$ cat src/rtl/key_select_ctrl.sv
// key_select_ctrl
// Debounces NUM_KEYS active-low push-buttons and keeps a one-hot selection
// over NUM_SEL options for the DDS waveform/ROM-select logic.
//
// There are two modes. In direct mode, key i selects option i. In cycle mode,
// key0 means next and key1 means prev. Both wrap around, and holding either
// key auto-repeats.
//
// Ports:
//   sys_clk      system clock
//   sys_rst_n    synchronous active-low reset
//   key_n        raw asynchronous key levels, 0 = pressed
//   mode         0 = direct, 1 = cycle
//   sel_onehot   one-hot current selection, all-zero when none
//   sel_index    binary index of the current selection
//   sel_valid    a selection has been made since reset
//   sel_changed  one-cycle pulse the cycle after sel_onehot changes
//   key_event    per-key accepted-press pulse, including auto-repeat steps
module key_select_ctrl #(
    parameter int NUM_KEYS        = 4,
    parameter int NUM_SEL         = 4,
    parameter int DEBOUNCE_CYCLES = 999_999,
    parameter int REPEAT_DELAY    = 25_000_000,
    parameter int REPEAT_PERIOD   = 10_000_000,
    parameter int IDX_W           = $clog2(NUM_SEL)
) (
    input  logic                sys_clk,
    input  logic                sys_rst_n,
    input  logic [NUM_KEYS-1:0] key_n,
    input  logic                mode,
    output logic [NUM_SEL-1:0]  sel_onehot,
    output logic [IDX_W-1:0]    sel_index,
    output logic                sel_valid,
    output logic                sel_changed,
    output logic [NUM_KEYS-1:0] key_event
);

    localparam int DB_W    = $clog2(DEBOUNCE_CYCLES + 1);
    localparam int RPT_MAX = (REPEAT_DELAY > REPEAT_PERIOD) ? REPEAT_DELAY : REPEAT_PERIOD;
    localparam int RPT_W   = $clog2(RPT_MAX + 1);

    localparam logic [DB_W-1:0]  DB_MAX   = DB_W'(DEBOUNCE_CYCLES);
    localparam logic [DB_W-1:0]  DB_ARM   = DB_W'(DEBOUNCE_CYCLES - 2);
    localparam logic [RPT_W-1:0] RPT_DLY  = RPT_W'(REPEAT_DELAY - 1);
    localparam logic [RPT_W-1:0] RPT_PER  = RPT_W'(REPEAT_PERIOD - 1);
    localparam logic [IDX_W-1:0] LAST_IDX = IDX_W'(NUM_SEL - 1);

    logic [NUM_KEYS-1:0] sync1;
    logic [NUM_KEYS-1:0] sync2;
    logic [NUM_KEYS-1:0] blocked;
    logic [1:0]          settle;
    logic [DB_W-1:0]     db_cnt [NUM_KEYS];
    logic [NUM_KEYS-1:0] press;
    logic [NUM_KEYS-1:0] rpt_vec;

    logic [1:0]          rpt_active;
    logic [1:0]          rpt_first;
    logic [RPT_W-1:0]    rpt_cnt [2];
    logic [1:0]          rpt_fire;
    logic                mode_q;

    logic [NUM_SEL-1:0]  onehot_q;
    logic                upd;
    logic [IDX_W-1:0]    next_idx;

    // A press is accepted on the step of the counter from DEBOUNCE_CYCLES-2
    // to DEBOUNCE_CYCLES-1.
    //
    // Auto-repeat fires once the hold reaches the delay, and after that once
    // per period. It is suppressed on the cycle the mode changes.
    always_comb begin
        press    = '0;
        rpt_fire = '0;
        rpt_vec  = '0;
        for (int i = 0; i < NUM_KEYS; i++) begin
            press[i] = !blocked[i] && !sync2[i] && (db_cnt[i] == DB_ARM);
        end
        for (int j = 0; j < 2; j++) begin
            rpt_fire[j] = mode && (mode == mode_q) && rpt_active[j] && !sync2[j] &&
                          (rpt_cnt[j] == (rpt_first[j] ? RPT_DLY : RPT_PER));
        end
        rpt_vec[1:0] = rpt_fire;
    end

    // Synchronizers and debounce counters.
    //
    // After reset, each key stays blocked until its synchronized level reads
    // released. The settle shift register is there because the synchronizer
    // still holds its reset value for the first two cycles. Without it, a key
    // held through reset could be mistaken for released.
    always_ff @(posedge sys_clk) begin
        if (!sys_rst_n) begin
            sync1     <= '1;
            sync2     <= '1;
            settle    <= '0;
            blocked   <= '1;
            key_event <= '0;
            for (int i = 0; i < NUM_KEYS; i++) begin
                db_cnt[i] <= '0;
            end
        end else begin
            sync1     <= key_n;
            sync2     <= sync1;
            settle    <= {settle[0], 1'b1};
            key_event <= press | rpt_vec;
            for (int i = 0; i < NUM_KEYS; i++) begin
                if (settle[1] && sync2[i]) begin
                    blocked[i] <= 1'b0;
                end
                if (sync2[i] || blocked[i]) begin
                    db_cnt[i] <= '0;
                end else if (db_cnt[i] != DB_MAX) begin
                    db_cnt[i] <= db_cnt[i] + 1'b1;
                end
            end
        end
    end

    // Auto-repeat timers for next/prev.
    //
    // Each timer is armed by an accepted press. It is cleared by release,
    // by direct mode, or by any mode change.
    always_ff @(posedge sys_clk) begin
        if (!sys_rst_n) begin
            rpt_active <= '0;
            rpt_first  <= '0;
            mode_q     <= 1'b0;
            for (int j = 0; j < 2; j++) begin
                rpt_cnt[j] <= '0;
            end
        end else begin
            mode_q <= mode;
            for (int j = 0; j < 2; j++) begin
                if ((mode != mode_q) || !mode || sync2[j]) begin
                    rpt_active[j] <= 1'b0;
                    rpt_cnt[j]    <= '0;
                end else if (press[j]) begin
                    rpt_active[j] <= 1'b1;
                    rpt_first[j]  <= 1'b1;
                    rpt_cnt[j]    <= '0;
                end else if (rpt_fire[j]) begin
                    rpt_first[j] <= 1'b0;
                    rpt_cnt[j]   <= '0;
                end else if (rpt_active[j]) begin
                    rpt_cnt[j] <= rpt_cnt[j] + 1'b1;
                end
            end
        end
    end

    // Next-selection decision.
    //
    // In direct mode, the loop runs downwards so that the lowest actionable
    // key is the one left standing.
    always_comb begin
        upd      = 1'b0;
        next_idx = sel_index;
        if (!mode) begin
            for (int i = NUM_KEYS - 1; i >= 0; i--) begin
                if ((i < NUM_SEL) && key_event[i]) begin
                    upd      = 1'b1;
                    next_idx = IDX_W'(i);
                end
            end
        end else if (key_event[0]) begin
            upd = 1'b1;
            if (!sel_valid || (sel_index == LAST_IDX)) begin
                next_idx = '0;
            end else begin
                next_idx = sel_index + 1'b1;
            end
        end else if (key_event[1]) begin
            upd = 1'b1;
            if (!sel_valid || (sel_index == '0)) begin
                next_idx = LAST_IDX;
            end else begin
                next_idx = sel_index - 1'b1;
            end
        end
    end

    // Selection registers.
    //
    // sel_changed compares against a delayed copy of sel_onehot, so the pulse
    // lands exactly one cycle after the change.
    always_ff @(posedge sys_clk) begin
        if (!sys_rst_n) begin
            sel_onehot  <= '0;
            sel_index   <= '0;
            sel_valid   <= 1'b0;
            sel_changed <= 1'b0;
            onehot_q    <= '0;
        end else begin
            onehot_q    <= sel_onehot;
            sel_changed <= (sel_onehot != onehot_q);
            if (upd && (!sel_valid || (next_idx != sel_index))) begin
                sel_index  <= next_idx;
                sel_onehot <= {{(NUM_SEL-1){1'b0}}, 1'b1} << next_idx;
                sel_valid  <= 1'b1;
            end
        end
    end

endmodule
$ cat config.mk
export PLATFORM = sky130hd
export DESIGN_NAME = key_select_ctrl
export DESIGN_NICKNAME = d
export VERILOG_FILES = /design/src/rtl/key_select_ctrl.sv
export SDC_FILE = /design/constraint.sdc
export NUM_CORES = 1
export LEC_CHECK = 0
export ABC_AREA = 1
export BUFFER_PORTS_ARGS = -buffer_cell sky130_fd_sc_hd__clkbuf_2
export CAP_MARGIN = 40
export CORE_MARGIN = 2
export CORE_UTILIZATION = 25
export DETAILED_ROUTE_END_ITERATION = 12
export HOLD_SLACK_MARGIN = 0.1
export SYNTH_ARGS = -nofsm -noshare
export SYNTH_HDL_FRONTEND = slang
export SYNTH_SLANG_ARGS = --single-unit
$ cat constraint.sdc
create_clock -name sys_clk -period 2.71 [get_ports sys_clk]
set_clock_uncertainty 0.1 [all_clocks]
set_input_delay 0.1355 -clock sys_clk [delete_from_list [all_inputs] [get_ports sys_clk]]
set_output_delay 0.1355 -clock sys_clk [all_outputs]
set_load 0.05 [all_outputs]
# Word-level counts from Yosys, hierarchy flattened
# Memories as Yosys holds them, arrays and structs flattened.
# Cells that the tools add are included.
# Widths: inputs -> output; s select.
classes:
  addsub: 8
  n_eq_ne: 15
  n_shift: 1
  muxes: 104
  bitwise_logic: 20
  n_reduce_logical: 47
ops:
  columns: ["cell", "count"]
  rows:
  - ["$mux 25", 10]
  - ["$mux 20", 8]
  - ["$add 20x1->20 const B", 4]
  - ["$eq 20x20->1 const B", 4]
  - ["$ne 20x20->1 const B", 4]
  - ["$mux 1", 77]
  - ["$add 25x1->25 const B", 2]
  - ["$eq 25x25->1", 2]
  - ["$logic_and 1x1->1", 20]
  - ["$mux 2", 9]
  - ["$or 1x1->1", 16]
  - ["$logic_not 1->1", 10]
  - ["$logic_or 1x1->1", 10]
  - ["$ne 4x4->1", 1]
  - ["$or 4x2->4", 1]
  - ["$reduce_and 2->1", 2]
  - ["$reduce_bool 2->1", 2]
  - ["$reduce_or 2->1", 2]
  - ["$shl 1x2->4 const A", 1]
  - ["$not 1->1", 3]
  - ["$add 2x1->2 const B", 1]
  - ["$eq 2x2->1 const B", 1]
  - ["$logic_not 2->1", 1]
  - ["$ne 2x2->1", 1]
  - ["3 further kinds", 3]
totals:
  reg_bits: 35
  mem_bits_rw: 130
  out_inout_bits: 12
  memories: 2
mem_list:
  columns: ["memory", "words", "word_bits", "read_ports", "rd_ports_with_merged_regs", "write_ports", "line_no", "source"]
  rows:
  - ["db_cnt", 4, 20, 4, 0, 4, "52", "logic [DB_W-1:0] db_cnt [NUM_KEYS];"]
  - ["rpt_cnt", 2, 25, 2, 0, 2, "58", "logic [RPT_W-1:0] rpt_cnt [2];"]

# Logic depth before layout (Yosys ltp)
logic_depth:
  depth_word: 12
  mapped_depth: 14
  ltp_nobuf: 14

# Least setup slack after synthesis
# Ideal clock, no wire load.
synth_path:
  path_kind: "reg2reg"
  start: "mem rpt_cnt[0][0] (netlist bit)"
  end: "mem rpt_cnt[0][0] (netlist bit) (enable)"
  setup_time_ns: 0.498
  t_arrival_ns: 1.736
  required_time_ns: 2.112
  slack_ns: 0.376
  stages_incl_launch_ff: 10
  n_path_buf: 0
  synth_period_minus_slack_ns: 2.334
  path_cell_list: "edfxtp_1 > ha_1 > nand3_1 > nor2_1 > inv_1 > nor2_1 > nand3_1 > nand2_1 > inv_1 > nand3_1"
synth_rtl:
  columns: ["item", "line_no"]
  rows:
  - ["from (decl)", "58"]

==> flow_summary.json <==
{
  "status": "finished clean",
  "cts_buffer_depth": 2,
  "antenna_left": 0,
  "drt-initial-drc-count": 524,
  "combPwrFrac_pct": 1.4,
  "p_sw_share_pct": 20.1,
  "cts_tree": "done",
  "drv_slew": 0,
  "grt_usage_pct": 10.3,
  "crit_path_max_incr_delay_ns": 0.41,
  "slowest_stage": "edfxtp_1",
  "drive_above_1_share_pct": 11.0,
  "synth_edf_count": 130,
  "die_area_um2": 38800,
  "drc": 0,
  "clock.fmax_ghz": 0.440,
  "vias": 7198,
  "tns_ns": 0,
  "antenna_found_initial": 0,
  "clk_pin_slew_worst_paths_ns": 0.06,
  "cts_hold_buf": 9,
  "ir_drop_mv": 0.388,
  "cts_resized": 0,
  "cp_common_cell": "nand3_1",
  "pwr-share-clk_pct": 47.6,
  "start_kind": "register",
  "clkLatencyLatePin_ns": 0.43,
  "syn-num-nets": 1113,
  "holdPathEnd": "sync2[2]",
  "first_pass_iters": 5,
  "gp_congestion": 0.913,
  "grt_pass1_wl_um": 32900,
  "reg2reg_slack_ns": 0.44,
  "r2r_start": "rpt_cnt[0][0]",
  "overflow": 0,
  "drt-total-wl_um": 19200,
  "cp_cell_sequence": "ha_1, nand3_1, nor2_1, inv_1, nor2_1, nand3_1, nand2_1, inv_1, nand3_1, buf_4",
  "min_path_type": "register to register",
  "die_h_um": 197,
  "avgViaCountPerCell": 4.45,
  "worstRegToRegCells": 10,
  "p_leak_uw": 0.00362,
  "yosysWarnings": 0,
  "final_area_um2": 10700,
  "worst_pin_slew_ns": 0.640,
  "clock_sinks": 165,
  "slew-limit-headroom_pct": 57.2,
  "num_rows": 70,
  "p_sw_uw": 1070,
  "fin_nets": 1156,
  "cts_made_buffers": 17,
  "io_pins": 19,
  "ctsRootBufferMaster": "clkbuf_16",
  "worstPathArrival_ns": 2.26,
  "post_drt_wl_per_cell_um": 11.9,
  "grt_max_degree": 26,
  "die_w_um": 197,
  "setup_viol": 0,
  "pre_cts_slack_ns": 0.427,
  "cts_setup_buffers": 0,
  "hold_path_depth": 1,
  "worst_slack_ns": 0.438,
  "dp_hpwl_um": 14000,
  "critPathTopFamily": "simple AND/OR/NAND/NOR gates",
  "netlist_instances": 1094,
  "endpoint_kind": "register",
  "dpl-instance-area_um2": 10000,
  "netlist_area_um2": 9300,
  "rsz0062_at_grt": "no",
  "grt_pass1_vias": 6942,
  "maxCapViolCount": 0,
  "path_buf_inv": 3,
  "finalCritPeriodShare_pct": 83.8,
  "cp_max_fo": 25,
  "async_flop_share_pct": 0,
  "period_needed_ns": 2.27,
  "ys.flop_type": "edfxtp_1",
  "start_util_pct": 25.4,
  "coreArea_um2": 36600,
  "h-tree-depth": 4,
  "p_int_uw": 4270,
  "seqPwrFrac_pct": 51.0,
  "synthDistinctLibCells": 38,
  "crit_type": "register to register",
  "yosysSeqAreaShare_pct": 49.5,
  "io_buffers": 18,
  "avgSynthCellArea_um2": 8.50,
  "required_ns": 2.70,
  "insertedDiodeCount": 0,
  "syn_to_final_growth_pct": 15.0,
  "hold_violations": 0,
  "r2r-end": "rpt_cnt[0][10]",
  "hp-start": "sync1[2]",
  "ys_ff_latch": 165,
  "p_per_area_nw_per_um2": 500
}
==> how the worst max path moves through the flow <==
stage | startpoint | to | cells past startpoint
5_1_grt | rpt_cnt[0][0] | rpt_cnt[0][10] | 10
3_5_place_dp | rpt_cnt[0][0] | rpt_cnt[0][11] | 10
6_report | rpt_cnt[0][0] | rpt_cnt[0][10] | 10
3_3_place_gp | rpt_cnt[0][0] | rpt_cnt[0][14] | 10
4_1_cts | rpt_cnt[0][0] | rpt_cnt[0][17] | 10
2_1_floorplan | rpt_cnt[0][0] | rpt_cnt[0][0] | 9
==> cells by family after synthesis <==
family          share of synthesized area (%)
simple gates                             31.3
buf+inv                                  7.17
flops                                    49.5
xor+xnor                                 7.25
compound gates                           3.15
fa+ha+maj                                1.61
==> area by class of cell <==
type,instances,area [um^2]
flip-flops and latches,165,4600
clock buffers,17,425
repair buffers,40,278
multi-input cells,757,4030
clock inverters,15,186
inverters,156,586
fillers,3881,25900
well taps,468,586
==> power by group through the flow <==
stage          clock network, uW  registers (uW)  logic, uW
6_report                    2550            2730       73.8
5_1_grt                     2720            2730       84.3
4_1_cts                     2600            2720       75.8
3_5_place_dp                   0            2780       65.2
3_3_place_gp                   0            2780       64.5
2_1_floorplan                  0            2780       41.3
==> cells in the mapped netlist, types with 8 or more instances <==
library cell	instances	area (um^2)
a21oi_1	26	130
buf_2	11	55.1
dfxtp_1	35	701
edfxtp_1	130	3900
ha_1	12	150
inv_1	152	571
nand2_1	186	698
nand2_2	8	50.1
nand3_1	60	300
nand4_1	39	244
nor2_1	177	664
nor2_2	17	106
nor2_4	8	90.1
nor3_1	51	255
nor3b_1	9	67.6
nor4_1	25	156
o21ai_0	14	70.1
or2_2	15	93.8
xnor2_1	23	201
xor2_1	54	473
==> layout by cell type, fill, tap and decap left out, drive strengths merged <==
master,Yosys,routed
xnor2,23,23
o31ai,1,1
nor3,58,58
dfxtp,35,35
nor4,26,26
dlygate4sd3,0,9
nor3b,10,10
xor2,54,54
or2,15,15
nand3,64,64
clkinvlp,0,3
nand4,40,40
clkinv,1,8
edfxtp,130,130
a41oi,1,1
inv,155,156
and3,2,2
and2,1,1
a21oi,26,26
o21ai,16,16
nand2,196,196
a31oi,7,7
bufinv,0,4
o21bai,1,1
ha,12,12
clkbuf,3,35
o21a,2,2
nor2,202,202
buf,13,13
==> registers in the layout (all words and copies together), names as in the netlist <==
register and flops:
db_cnt 80, rpt_cnt 50, blocked 4, key_event 4, onehot_q 4, sel_onehot 4
sync1 4, sync2 4, rpt_active 2, rpt_first 2, sel_index 2, settle 2
mode_q 1, sel_changed 1, sel_valid 1
==> worst reg2reg max path: cells and delay by family (launching register included) <==
kind | cells | cell delay, ns
adders and majority gates | 1 | 0.24
buffers and inverters | 3 | 0.44
DFF | 1 | 0.41
and+or+nand+nor | 6 | 0.75
==> per-layer routing <==
metal / wire length (um) / track usage [%] / up-vias
met1: 9250 / 13.3 / 3357
met3: 617 / 2.17 / 18
li1: - / - / 3702
met2: 9090 / 17.4 / 121
met4: 214 / 3.01 / 0
met5: 0 / 0 / -
==> through the flow <==
step | utilization (%) | hold slack, ns | instances | total power (uW)
2_1_floorplan | - | 0.0632 | 1094 | 2820
3_3_place_gp | 27.3 | 0.272 | 1577 | 2840
3_5_place_dp | 27.3 | 0.274 | 1577 | 2850
4_1_cts | 29.2 | 0.317 | 1618 | 5400
5_1_grt | 29.2 | 0.329 | 1618 | 5530
6_report | 29.2 | 0.315 | 1618 | 5340
No activity file was read; power rests on OpenSTA's default activity.
